--- src/rtl/hough_frame_loader.sv ---
// hough_frame_loader: validates a frame config, streams pixels into image BRAM, then starts the Hough core and tracks it to completion.
// Ports: clk/rst (async, active-high); cfg_width_i/cfg_height_i/cfg_threshold_i + load_req_i from host;
// pix_data_i/pix_valid_i/pix_ready_o pixel stream; bram_addr_o/bram_data_o/bram_we_o BRAM write port;
// width_o/height_o/threshold_o/start_o/core_ready_i core handshake; busy_o/done_o/err_o host status.
module hough_frame_loader #(
  parameter int ADDR_W = 17,
  parameter int DATA_W = 8,
  parameter int DIM_W = 9,
  parameter int MAX_PIXELS = 131072
) (
  input  logic              clk,
  input  logic              rst,
  input  logic [DIM_W-1:0]  cfg_width_i,
  input  logic [DIM_W-1:0]  cfg_height_i,
  input  logic [7:0]        cfg_threshold_i,
  input  logic              load_req_i,
  input  logic [DATA_W-1:0] pix_data_i,
  input  logic              pix_valid_i,
  output logic              pix_ready_o,
  output logic [ADDR_W-1:0] bram_addr_o,
  output logic [DATA_W-1:0] bram_data_o,
  output logic              bram_we_o,
  output logic [DIM_W-1:0]  width_o,
  output logic [DIM_W-1:0]  height_o,
  output logic [7:0]        threshold_o,
  output logic              start_o,
  input  logic              core_ready_i,
  output logic              busy_o,
  output logic              done_o,
  output logic              err_o
);
  localparam logic [2:0] IDLE = 3'd0, CHECK = 3'd1, LOAD = 3'd2, ARM = 3'd3, WAIT_ACK = 3'd4, WAIT_DONE = 3'd5;
  localparam int TW = 2 * DIM_W;
  localparam logic [TW-1:0] MAX_TOT = TW'(MAX_PIXELS);
  logic [2:0]        state;
  logic [ADDR_W-1:0] cnt;
  logic [TW-1:0]     total, prod;
  logic              bad, acc, last;
  assign prod = TW'(width_o) * TW'(height_o);
  assign bad = width_o == '0 || height_o == '0 || prod > MAX_TOT;
  assign pix_ready_o = state == LOAD;
  assign busy_o = state != IDLE;
  assign acc = pix_valid_i & pix_ready_o;
  // total never exceeds MAX_PIXELS, so total-1 always fits the address width
  assign last = cnt == ADDR_W'(total - TW'(1));
  always_ff @(posedge clk or posedge rst)
    if (rst) begin
      state <= IDLE;
      cnt <= '0;
      total <= '0;
      bram_addr_o <= '0;
      bram_data_o <= '0;
      bram_we_o <= 1'b0;
      width_o <= '0;
      height_o <= '0;
      threshold_o <= '0;
      start_o <= 1'b0;
      done_o <= 1'b0;
      err_o <= 1'b0;
    end else begin
      bram_we_o <= acc;
      start_o <= 1'b0;
      done_o <= 1'b0;
      err_o <= 1'b0;
      if (acc) begin
        bram_addr_o <= cnt;
        bram_data_o <= pix_data_i;
        cnt <= cnt + ADDR_W'(1);
      end
      case (state)
        IDLE: if (load_req_i) begin
          width_o <= cfg_width_i;
          height_o <= cfg_height_i;
          threshold_o <= cfg_threshold_i;
          state <= CHECK;
        end
        CHECK: begin
          total <= prod;
          cnt <= '0;
          if (bad) begin
            err_o <= 1'b1;
            width_o <= '0;
            height_o <= '0;
            threshold_o <= '0;
            state <= IDLE;
          end else state <= LOAD;
        end
        LOAD: if (acc && last) state <= ARM;
        ARM: if (core_ready_i) begin
          start_o <= 1'b1;
          state <= WAIT_ACK;
        end
        WAIT_ACK: if (!core_ready_i) state <= WAIT_DONE;
        WAIT_DONE: if (core_ready_i) begin
          done_o <= 1'b1;
          state <= IDLE;
        end
        default: state <= IDLE;
      endcase
    end
endmodule

--- config.mk ---
export PLATFORM = sky130hd
export DESIGN_NAME = hough_frame_loader
export DESIGN_NICKNAME = d
export VERILOG_FILES = /design/src/rtl/hough_frame_loader.sv
export SDC_FILE = /design/constraint.sdc
export NUM_CORES = 1
export LEC_CHECK = 0
export CORE_ASPECT_RATIO = 1.75
export CORE_MARGIN = 1
export CORE_UTILIZATION = 31
export CTS_CLUSTER_DIAMETER = 30
export CTS_CLUSTER_SIZE = 20
export DETAILED_ROUTE_END_ITERATION = 10
export PLACE_DENSITY = 0.56
export SLEW_MARGIN = 20
export SYNTH_ARGS = -nofsm -noshare
export SYNTH_HDL_FRONTEND = slang
export SYNTH_SLANG_ARGS = --single-unit
--- constraint.sdc ---
create_clock -name clk -period 5.8 [get_ports clk]
set_clock_uncertainty 0.1 [all_clocks]
set_input_delay 1.45 -clock clk [delete_from_list [all_inputs] [get_ports clk]]
set_output_delay 1.45 -clock clk [all_outputs]
set_load 0.02 [all_outputs]
---- After elaboration in Yosys (flattened, before gate mapping) ----
Index checks and enable logic that the tools add are counted.
cells by class
  bitwise logic cells ..................... 1
  reduce and logical (&&, ||, !) cells .... 11
  add/subtract/negate cells ............... 2
  $lt $le $gt $ge ......................... 1
  multipliers ............................. 1
  equality and inequality tests ........... 12
  multiplexer cells ....................... 22
operator list
  operator                                                              number
  9-bit one-hot mux with 2 select lines                                 2
  17-bit 2-to-1 mux                                                     2
  9-bit 2-to-1 mux                                                      3
  18-bit greater-than comparator, second input constant                 1
  9-bit zero test                                                       2
  9-bit by 9-bit multiplier with 18-bit output                          1
  3-bit one-hot mux with 6 select lines                                 1
  17-bit by 1-bit adder with 17-bit output, second input constant       1
  17-bit == test                                                        1
  17-bit by 1-bit subtractor with 17-bit output, second input constant  1
  8-bit 2-to-1 mux                                                      2
  8-bit one-hot mux with 2 select lines                                 1
  3-bit 2-to-1 mux                                                      5
  2-bit inequality test, second input constant                          5
  3-bit by 2-bit == test with 1-bit output, second input constant       2
  3-bit == test, second input constant                                  2
  1-bit 2-to-1 mux                                                      5
  5-bit AND reduction                                                   1
  2-bit nonzero test                                                    2
  3-bit by 1-bit == test with 1-bit output, second input constant       1
  3-bit zero test                                                       1
  3-bit AND reduction                                                   1
  3-bit nonzero test                                                    1
  1-bit logical OR                                                      2
  other kinds (4)                                                       4
storage, ports and cells
  word-level logic and storage cells ...... 62
  output and inout port bits .............. 57
  register bits ........................... 92
  bits of input ports ..................... 39

---- Longest topological paths before layout ----
  word-level depth ........................ 5
  mapped depth ............................ 21
  depth with buffers taken out ............ 19

---- Worst setup path before layout ----
OpenSTA, ideal clock, no wires.
  path type ............................... register -> register
  start point ............................. register width_o[0]
  end point ............................... register state[1]
  period minus slack after synthesis ...... 5423 ps
  data required time ...................... 5604 ps
  cell stages (with the launch flop) ...... 19
  buffers on the path ..................... 2
  path slack .............................. 377 ps
  setup time .............................. 96 ps
  data arrival time ....................... 5228 ps
  cell sequence ........................... dfrtp_1 clkbuf_1 nand2_1 fa_1 fa_1 inv_1 fa_1 inv_1 fa_1 inv_1 ha_1 buf_2 a21oi_1 o21ai_1 a41o_1 or4_1 and4_4 or4b_4 a311oi_2
between the ends
  cells in the longest elaborated chain, start to end .. 5
  elaborated cells between the ends (all ways) .. 7
  those cells by class .................... mul: 1; order compare: 1; mux: 2; reduce/logical: 3
ends and longest elaborated chain
  what                                                                                    RTL line  text
  start, declared                                                                         23        output logic [DIM_W-1:0] width_o,
  start signal, assigned                                                                  72        width_o <= cfg_width_i;
  9-bit by 9-bit multiplier with 18-bit output / 9-bit zero test (equally long branches)  39, 40
  18-bit greater-than comparator / 1-bit logical OR (equally long branches)               40        assign bad = width_o == '0 || height_o == '0 || prod > MAX_TOT;
  1-bit logical OR (*)                                                                    40
  2-bit 2-to-1 mux (*)                                                                    80        if (bad) begin
  3-bit one-hot mux with 6 select lines (*)                                               70        case (state)
  end signal, assigned                                                                    75        state <= CHECK;
  end signal, assigned                                                                    85        state <= IDLE;
  end signal, assigned                                                                    86        end else state <= LOAD;
  end, declared                                                                           35        logic [2:0] state;
Every way passes the cells marked *; elsewhere a longest branch is shown, timed or not.
A chain may end at the register's enable or synchronous reset.

---- Final worst setup path ----
  start point ............................. register width_o[5]
  end point ............................... register width_o[8]
between the ends
  cells in the longest elaborated chain, start to end .. 5
  elaborated cells between the ends (all ways) .. 7
  those cells by class .................... mul: 1; order compare: 1; eq/ne: 1; reduce/logical: 4
ends and longest elaborated chain
  what                                                                                    RTL line
  9-bit by 9-bit multiplier with 18-bit output / 9-bit zero test (equally long branches)  39, 40
  18-bit greater-than comparator / 1-bit logical OR (equally long branches)               40
  1-bit logical OR (*)                                                                    40
  2-bit inequality test (no source line) (*)                                              -
  3-bit AND reduction (no source line) (*)                                                -
Marked as above.

==> flow_summary.ini <==
[cells_and_area]
multiInputGateArea_um2 = 4360
area_growth_pct = 23.3
final_cells = 1181
fillers = 2365
drive_gt1_frac = 0.0942
antenna_cells = 0
layout.nets = 1005
ff_latch_area_um2 = 2310

[worst_setup_path]
slowest_delay_ns = 0.53
crit_path_end_kind = flop
cp_slowest_cell = fa_1
critPathKind = reg -> reg
required_ns = 5.98
cp_max_fo = 13
arrival_ns = 5.72
cp_cell_sequence = and2_1, fa_1, inv_1, fa_1, inv_1, fa_1, inv_1, fa_1, inv_1, ha_2, nand2_1, a211oi_4, o2111ai_1, and4_1, nor4_4, nand4_1, buf_4, o211a_2, o21ai_1
worstSetupStartpointType = flop

[drt]
wl_per_cell_um = 17.2
ant_nets = 0
wl_met3_um = 364
drtIter0Drc = 289
routed_wl_um = 20300
routed-wl-met2_um = 12400
wl_met1_um = 6260
drc = 0
vias_per_cell = 4.85
vias = 5726
drt_pre_antenna_iters = 4
highest_layer = met4

[synth]
ys_ff_latch = 92
avgSynthCellArea_um2 = 8.97
netlist.area_leader.share = 0.323
synthTopCellsByArea = dfrtp_1, fa_1, nand2_1
yosysSeqAreaShare = 0.323
yosys_warnings = 0
postSynth.asyncResetShare = 1.00
syn_nets = 923
ys.flop_type = dfrtp_1
synth-edff-count = 0
synth_area_um2 = 7120
synth_cells = 794
synth_top_cells_by_count = nand2_1, dfrtp_1, inv_1
yosys.cell_types.count = 54
synth_most_common_cell = nand2_1
yosysTopAreaCell = dfrtp_1

[global_route]
antenna_found_initial = 0
overflow = 0
track_usage = 0.180
grt_first_pass_wirelength_um = 31700
grt_pass1_vias = 6072
grt_max_degree = 62

[sta]
whs_ns = 0.407
max_slew_margin = 0.370
hold_viol = 0
fmax_mhz = 181
setup_viol = 0
min_period_over_period = 0.954
maxSlewViolCount = 0
worstMarginPinSlew_ns = 0.945
period_minus_slack_ns = 5.53

[place]
post-place-cells = 1162
post-dp-hpwl_um = 16100
numPortBuffers = 95
place.gp.congestion = 0.867

[die]
num_io_pins = 96
core_um2 = 22700
die-area_um2 = 23600
initial_core_util = 0.314
die_h_um = 203
row_count = 73
die_x_um = 117

[cts]
clock-sinks = 92
cts.clk_slew.worst_paths_ns = 0.07
cts_root_buffer = clkbuf_16
cts_tree = done
clk_latency_ns = 0.36
htreeDepth = 3
cts_buffer_depth = 2
cts_buffers = 9

[run_status]
status = completed

[flow_run]
max_cap_viol_count = 0

[hold_path]
hold_path.class = reg -> reg
final cells by class:
| class | count | share of cell area |
|---|---|---|
| Sequential cell | 92 | 0.263 |
| Multi-Input combinational cell | 570 | 0.497 |
| Clock inverter | 5 | 0.00698 |
| Clock buffer | 11 | 0.0265 |
| Inverter | 86 | 0.0371 |
| Tap cell | 300 | 0.0428 |
| Timing Repair Buffer | 117 | 0.127 |
layer usage:
| metal | vias up | GRT usage |
|---|---|---|
| met4 | 0 | 0.110 |
| met3 | 63 | 0.0155 |
| met5 | - | 0 |
| li1 | 2737 | - |
| met2 | 118 | 0.374 |
| met1 | 2808 | 0.154 |
repair_timing:
item / CTS / global route
cloned: 0 / 1
endpoints found under the setup margin: 26 / 28
pin swaps: 0 / 3
resized for setup: 1 / 12
hold buffers: 0 / 0
setup buffers: 0 / 2
registers in the layout, indices dropped and copies added, names as in the netlist:
name / cells
threshold_o: 8
width_o: 9
cnt: 17
total: 17
err_o: 1
state: 3
bram_data_o: 8
height_o: 9
start_o: 1
done_o: 1
bram_we_o: 1
bram_addr_o: 17
cell families after synthesis:
logic type | share of synthesized area
xor gates and xnor gates | 0.0590
buffers and inverters | 0.0717
muxes | 0.0423
AOI/OAI and AO/OA | 0.0891
and+or+nand+nor | 0.204
DFF | 0.323
adders and majority gates | 0.211
critical path: cells and delay by family (launching register included):
kind,cells,cell delay [ns]
adders and majority gates,5,2.37
AOI/OAI and AO/OA,4,1.08
and+or+nand+nor,5,1.00
DFF,1,0.50
buffers and inverters,5,0.37
worst paths after layout:
kind / endpoint / start / slack, ns / cells past startpoint
setup / recovery: width_o[8] / width_o[5] / 0.27 / 19
hold / removal: bram_addr_o[4] / bram_addr_o[4] / 0.41 / 1
setup reg to reg: width_o[8] / width_o[5] / 0.27 / 19
hold reg to reg: bram_addr_o[4] / bram_addr_o[4] / 0.41 / 1
max in group asynchronous: height_o[8] / rst / 3.18 / 3
min in group asynchronous: bram_we_o / rst / 1.49 / 2
per-stage QoR:
step / cell area, um2 / TNS [ns] / setup WS (ns) / utilization
after global placement: 8420 / 0 / 0.0357 / 0.372
after global routing: 8780 / -0.0536 / -0.0235 / 0.388
final: 8780 / 0 / 0.266 / 0.388
after CTS: 8720 / 0 / 0.0348 / 0.385
after detailed placement: 8420 / -0.291 / -0.0538 / 0.372
after floorplan: 7120 / 0 / 0.377 / -
layout by cell type, fill, tap and decap left out, drive strengths merged, types with 4 or more instances in the layout:
cell type	n
nand2	140
and3	4
o21ai	53
a21o	4
fa	50
dfrtp	92
clkdlybuf4s50	95
a31oi	5
nor2	40
nand2b	5
and2	48
a211oi	4
a21oi	19
xor2	21
xnor2	27
nand3	6
nor3	12
nor2b	5
clkbuf	11
nand4	12
or3	6
inv	87
buf	22
ha	40
mux2	25
nor4	5
Power is not shown: default switching activity piles up to over one toggle a cycle in this logic, so the estimate is an artifact.
==> patch 1: new RTL, config.mk and constraints unchanged <==
Set the parameter `DATA_W` to 12 (it was 8).
--- a/src/rtl/hough_frame_loader.sv
+++ b/src/rtl/hough_frame_loader.sv
@@ -4,7 +4,7 @@
 // width_o/height_o/threshold_o/start_o/core_ready_i core handshake; busy_o/done_o/err_o host status.
 module hough_frame_loader #(
   parameter int ADDR_W = 17,
-  parameter int DATA_W = 8,
+  parameter int DATA_W = 12,
   parameter int DIM_W = 9,
   parameter int MAX_PIXELS = 131072
 ) (
Ports: changed (resized bram_data_o and pix_data_i); port bits go from 96 to 104. The function was not compared with the original's and may differ.
==> patch 1 against the unedited design <==
  * Routed wire length is 8.3% lower
  * Synthesized cell count is 0.25% higher
  * Sequential cell count is 4 higher
  * Final area is 4.1% higher
  * Non-clock buffer count is 12 higher
  * Setup slack worse by 1.4 ps
  * Critical path depth is 1 lower
  * Area after synthesis is 3.6% higher
  * Global-route usage is 1.8 points lower
  * Critical endpoint unchanged
Power is not shown: default switching activity piles up to over one toggle a cycle in this logic, so the estimate is an artifact.
==> patch 1: results (changes against the unedited design) <==
status=completed; met3 Use GR=2.04% (+0.49 points); Post-Syn Area per Cell=9.27 um2 (+3.3%); layout cell share with drive strength beyond 1=12.8% (+3.4 points); Fin Hold WS=406 ps (-1.63 ps); Reg2Reg Depth=18 (-1); met1 usage=15.9% (+0.55 points); synth-to-layout area growth=23.9%; area occupied by multi-input gates=4480 um2 (+2.8%); crit path time final=5530 ps (+1.38 ps); worst hold path endpoint=bram_addr_o[9]$_DFFE_PP0P_; Placer Congestion=0.839 (-3.3%); Hold Startpoint=bram_addr_o[9]$_DFFE_PP0P_; sequential element share of the synthesized area=32.6% (+0.24 points); WL met2=10.7 mm (-14%); Synth Area in Compound Gates=10.6% (+1.7 points); Clock-cell share=3.27% (-0.076 points); number of nets in the layout=1,025 (+2.0%); GRT Total Usage=16.1% (-1.8 points); inverter count=87 (+1.2%); Global Route met2 Usage=32.5% (-4.9 points); wl on met1=6.73 mm (+7.6%); TAP cells=304 (+1.3%); largest cells by area after synthesis=dfrtp_1 33%, fa_1 14%, nand2_1 7.3%, ha_1 6.8%, mux2_2 4.6%; XOR/XNOR Fraction of Synth Area=4.39% (-1.5 points); met3 routed WL=521 um (+43%); via-per-instance ratio=4.82 (-0.62%); Final HPWL DP=14.8 mm (-8.3%); Net Count, Synth=929 (+0.65%); synthesis-stage register bit count=96 (+4.3%); dpl ws=211 ps (+265 ps); critical path fanouts, max=27 (+14); Commonest cells post-synth=144 x nand2_1, 96 x dfrtp_1, 87 x inv_1; multiplexer share of the synthesized area=5.12% (+0.89 points)
-- patch 1: cell types whose count changed after synthesis, sizes merged, moves of 5 or more --
| cell | before | now |
|---|---|---|
| clkbuf | 35 | 30 |
| xnor2 | 27 | 19 |
| a21oi | 19 | 43 |
| mux2 | 25 | 30 |
| o21ai | 53 | 19 |
| nor2 | 40 | 35 |
-- patch 1: critical path, stage by stage (launching register included) --
cell	delay [ps]
dfrtp_1	370
buf_4	180
and2_1	160
fa_1	450
fa_1	540
inv_1	50
fa_1	460
fa_1	550
inv_1	40
ha_1	350
and2_4	190
a221o_1	340
or3_4	400
a211oi_4	270
o2111ai_2	160
nor4_4	390
a21oi_4	100
buf_12	180
a21oi_1	130
-- patch 1: repair_timing --
item | CTS | global route
endpoints found under the hold margin | 0 | 0
setup buffers | 0 | 2
gates resized for setup | 0 | 9
setup endpoints to repair | 0 | 23
==> patch 2: new RTL, config.mk and constraints unchanged <==
Without the edit above. Add an input register stage for `cfg_width_i`, `cfg_height_i` and `cfg_threshold_i`, with the module's reset; this delays them by one clock. The other inputs are not delayed to match.
--- a/src/rtl/hough_frame_loader.sv
+++ b/src/rtl/hough_frame_loader.sv
@@ -32,6 +32,23 @@
   localparam logic [2:0] IDLE = 3'd0, CHECK = 3'd1, LOAD = 3'd2, ARM = 3'd3, WAIT_ACK = 3'd4, WAIT_DONE = 3'd5;
   localparam int TW = 2 * DIM_W;
   localparam logic [TW-1:0] MAX_TOT = TW'(MAX_PIXELS);
+
+  logic [DIM_W-1:0] cfg_width_q;
+  logic [DIM_W-1:0] cfg_height_q;
+  logic [7:0] cfg_threshold_q;
+
+  always_ff @(posedge clk or posedge rst) begin
+      if (rst) begin
+          cfg_width_q     <= '0;
+          cfg_height_q    <= '0;
+          cfg_threshold_q <= '0;
+      end else begin
+          cfg_width_q     <= cfg_width_i;
+          cfg_height_q    <= cfg_height_i;
+          cfg_threshold_q <= cfg_threshold_i;
+      end
+  end
+
   logic [2:0]        state;
   logic [ADDR_W-1:0] cnt;
   logic [TW-1:0]     total, prod;
@@ -69,9 +86,9 @@
       end
       case (state)
         IDLE: if (load_req_i) begin
-          width_o <= cfg_width_i;
-          height_o <= cfg_height_i;
-          threshold_o <= cfg_threshold_i;
+          width_o <= cfg_width_q;
+          height_o <= cfg_height_q;
+          threshold_o <= cfg_threshold_q;
           state <= CHECK;
         end
         CHECK: begin
Behaviour: not the same (a bounded check fails within 4 cycles, from zero or initial values and one cycle with rst high).
==> patch 2 against the unedited design <==
  * Final area grew 12%
  * Cell count grew 4.9%
  * Setup slack improved by 49 ps
  * Area after synthesis up 11%
  * Hold slack worse by 64 ps
  * Routed wire length fell by 14%
  * Sequential cell count is 26 higher
  * Critical path type unchanged
Power is not shown: default switching activity piles up to over one toggle a cycle in this logic, so the estimate is an artifact.
==> patch 2: results (changes against the unedited design) <==
number of nets in the layout=1,039 (+3.4%); Final HPWL DP=13.6 mm (-15%); largest cells by area after synthesis=dfrtp_1 37%, fa_1 13%, nand2_1 6.5%, ha_1 6.3%, inv_1 4.2%; Syn. warnings=0 (unchanged); Net Count, Synth=951 (+3.0%); clk slew on worst S/H paths=60 ps; Post-Synth Adder-Cell Area=19.0% (-2.1 points); CTS Buf Count=17 (+8); largest net degree at the start of global routing=51 (-18%); slowest stage delay, CP=530 ps (about the same); GRT Total Usage=14.4% (-3.5 points); critical path fanouts, max=23 (+10); latest clock arrival within the worst-skew pair=430 ps (+70 ps); status=completed; Synth Area in Compound Gates=10.1% (+1.2 points); Placer Congestion=0.862 (-0.52%); Hold Crit Class=flip-flop to flip-flop; slew at the pin closest to its max-slew limit=1160 ps (+211 ps); crit path DAT=5690 ps (-30 ps); sequential element share of the synthesized area=37.3% (+5.0 points); r2r setup slk=320 ps (+50 ps); first-pass GRT wire length=29.1 mm (-8.2%); via count of the first global-routing pass=6,034 (-0.63%); multiplexer share of the synthesized area=3.69% (-0.55 points); DR iter-0 viols=149 (-48%); WL met2=9.71 mm (-22%); first drt pass iteration count=4 (unchanged); layout cell share with drive strength beyond 1=12.1% (+2.7 points); via count=5,807 (+1.4%); Max stage delay cell, worst path=fa_1; Residual DRC=0 (unchanged); diodes inserted=0 (unchanged); WL final=17.4 mm (-14%); wl on met1=6.86 mm (+9.6%); Synth cell types=59 (+9.3%); H-tree levels=4 (+1); Commonest cells post-synth=136 x nand2_1, 118 x dfrtp_1, 88 x inv_1; met3 routed WL=509 um (+40%); XOR/XNOR Fraction of Synth Area=5.10% (-0.81 points)
patch 2: final timing paths:
check / cells past startpoint / startpoint / end
max: 20 / width_o[3]$_DFFE_PP0P_ / width_o[8]$_DFFE_PP0P_
min: 2 / cfg_width_q[5]$_DFF_PP0_ / width_o[5]$_DFFE_PP0P_
max in group asynchronous: 3 / rst / bram_addr_o[2]$_DFFE_PP0P_
max reg2reg: 20 / width_o[3]$_DFFE_PP0P_ / width_o[8]$_DFFE_PP0P_
min reg2reg: 2 / cfg_width_q[5]$_DFF_PP0_ / width_o[5]$_DFFE_PP0P_
min in group asynchronous: 2 / rst / bram_data_o[7]$_DFFE_PP0P_
patch 2: layout make-up:
class / count / area [um2]
Fill cell: 2513 / 15300
Timing Repair Buffer: 112 / 1090
Clock buffer: 17 / 425
Tap cell: 316 / 395
Sequential cell: 118 / 2960
Clock inverter: 15 / 168
Inverter: 88 / 333
Multi-Input combinational cell: 573 / 4460
patch 2: stage by stage:
step	std cells	instance area [um2]	worst slack [ps]	hold WS [ps]	utilization [%]
2_1_floorplan	822	7910	566	326	-
3_3_place_gp	1206	9210	349	327	36.6
3_5_place_dp	1206	9210	260	334	36.6
4_1_cts	1238	9810	248	347	39.0
5_1_grt	1239	9830	14.1	365	39.1
6_report	1239	9830	315	343	39.1
patch 2: metal layers:
metal / track usage [%] / up-vias
li1: - / 2867
met1: 15.0 / 2821
met2: 27.5 / 98
met3: 2.88 / 21
met4: 5.93 / 0
met5: 0 / -
patch 2: worst reg2reg max path, cell delays in order, from the launching register on:
cell and delay [ps]:
dfrtp_2 490, and2_1 210, fa_1 530, inv_1 50, fa_1 480, inv_1 50
fa_1 530, inv_1 50, fa_1 520, inv_1 40, ha_1 360, a21o_1 190
a21oi_2 220, nand3_2 190, o2111a_1 190, o32ai_1 370, nor4_2 90, buf_4 160
nor3_4 190, buf_12 230, o21ai_0 120
patch 2: repair_timing:
item / CTS / global route
setup endpoints to repair: 0 / 5
hold buffers: 0 / 0
buffers inserted: 0 / 1
resized for setup: 0 / 4
patch 2: logic make-up after synthesis:
kind of cell,count (synthesis)
multiplexers,26
adder cells (fa/ha/maj),90
AND/OR/NAND/NOR,298
XOR/XNOR,46
flip-flops,118
buffers and inverters,131
AO/OA/AOI/OAI,113
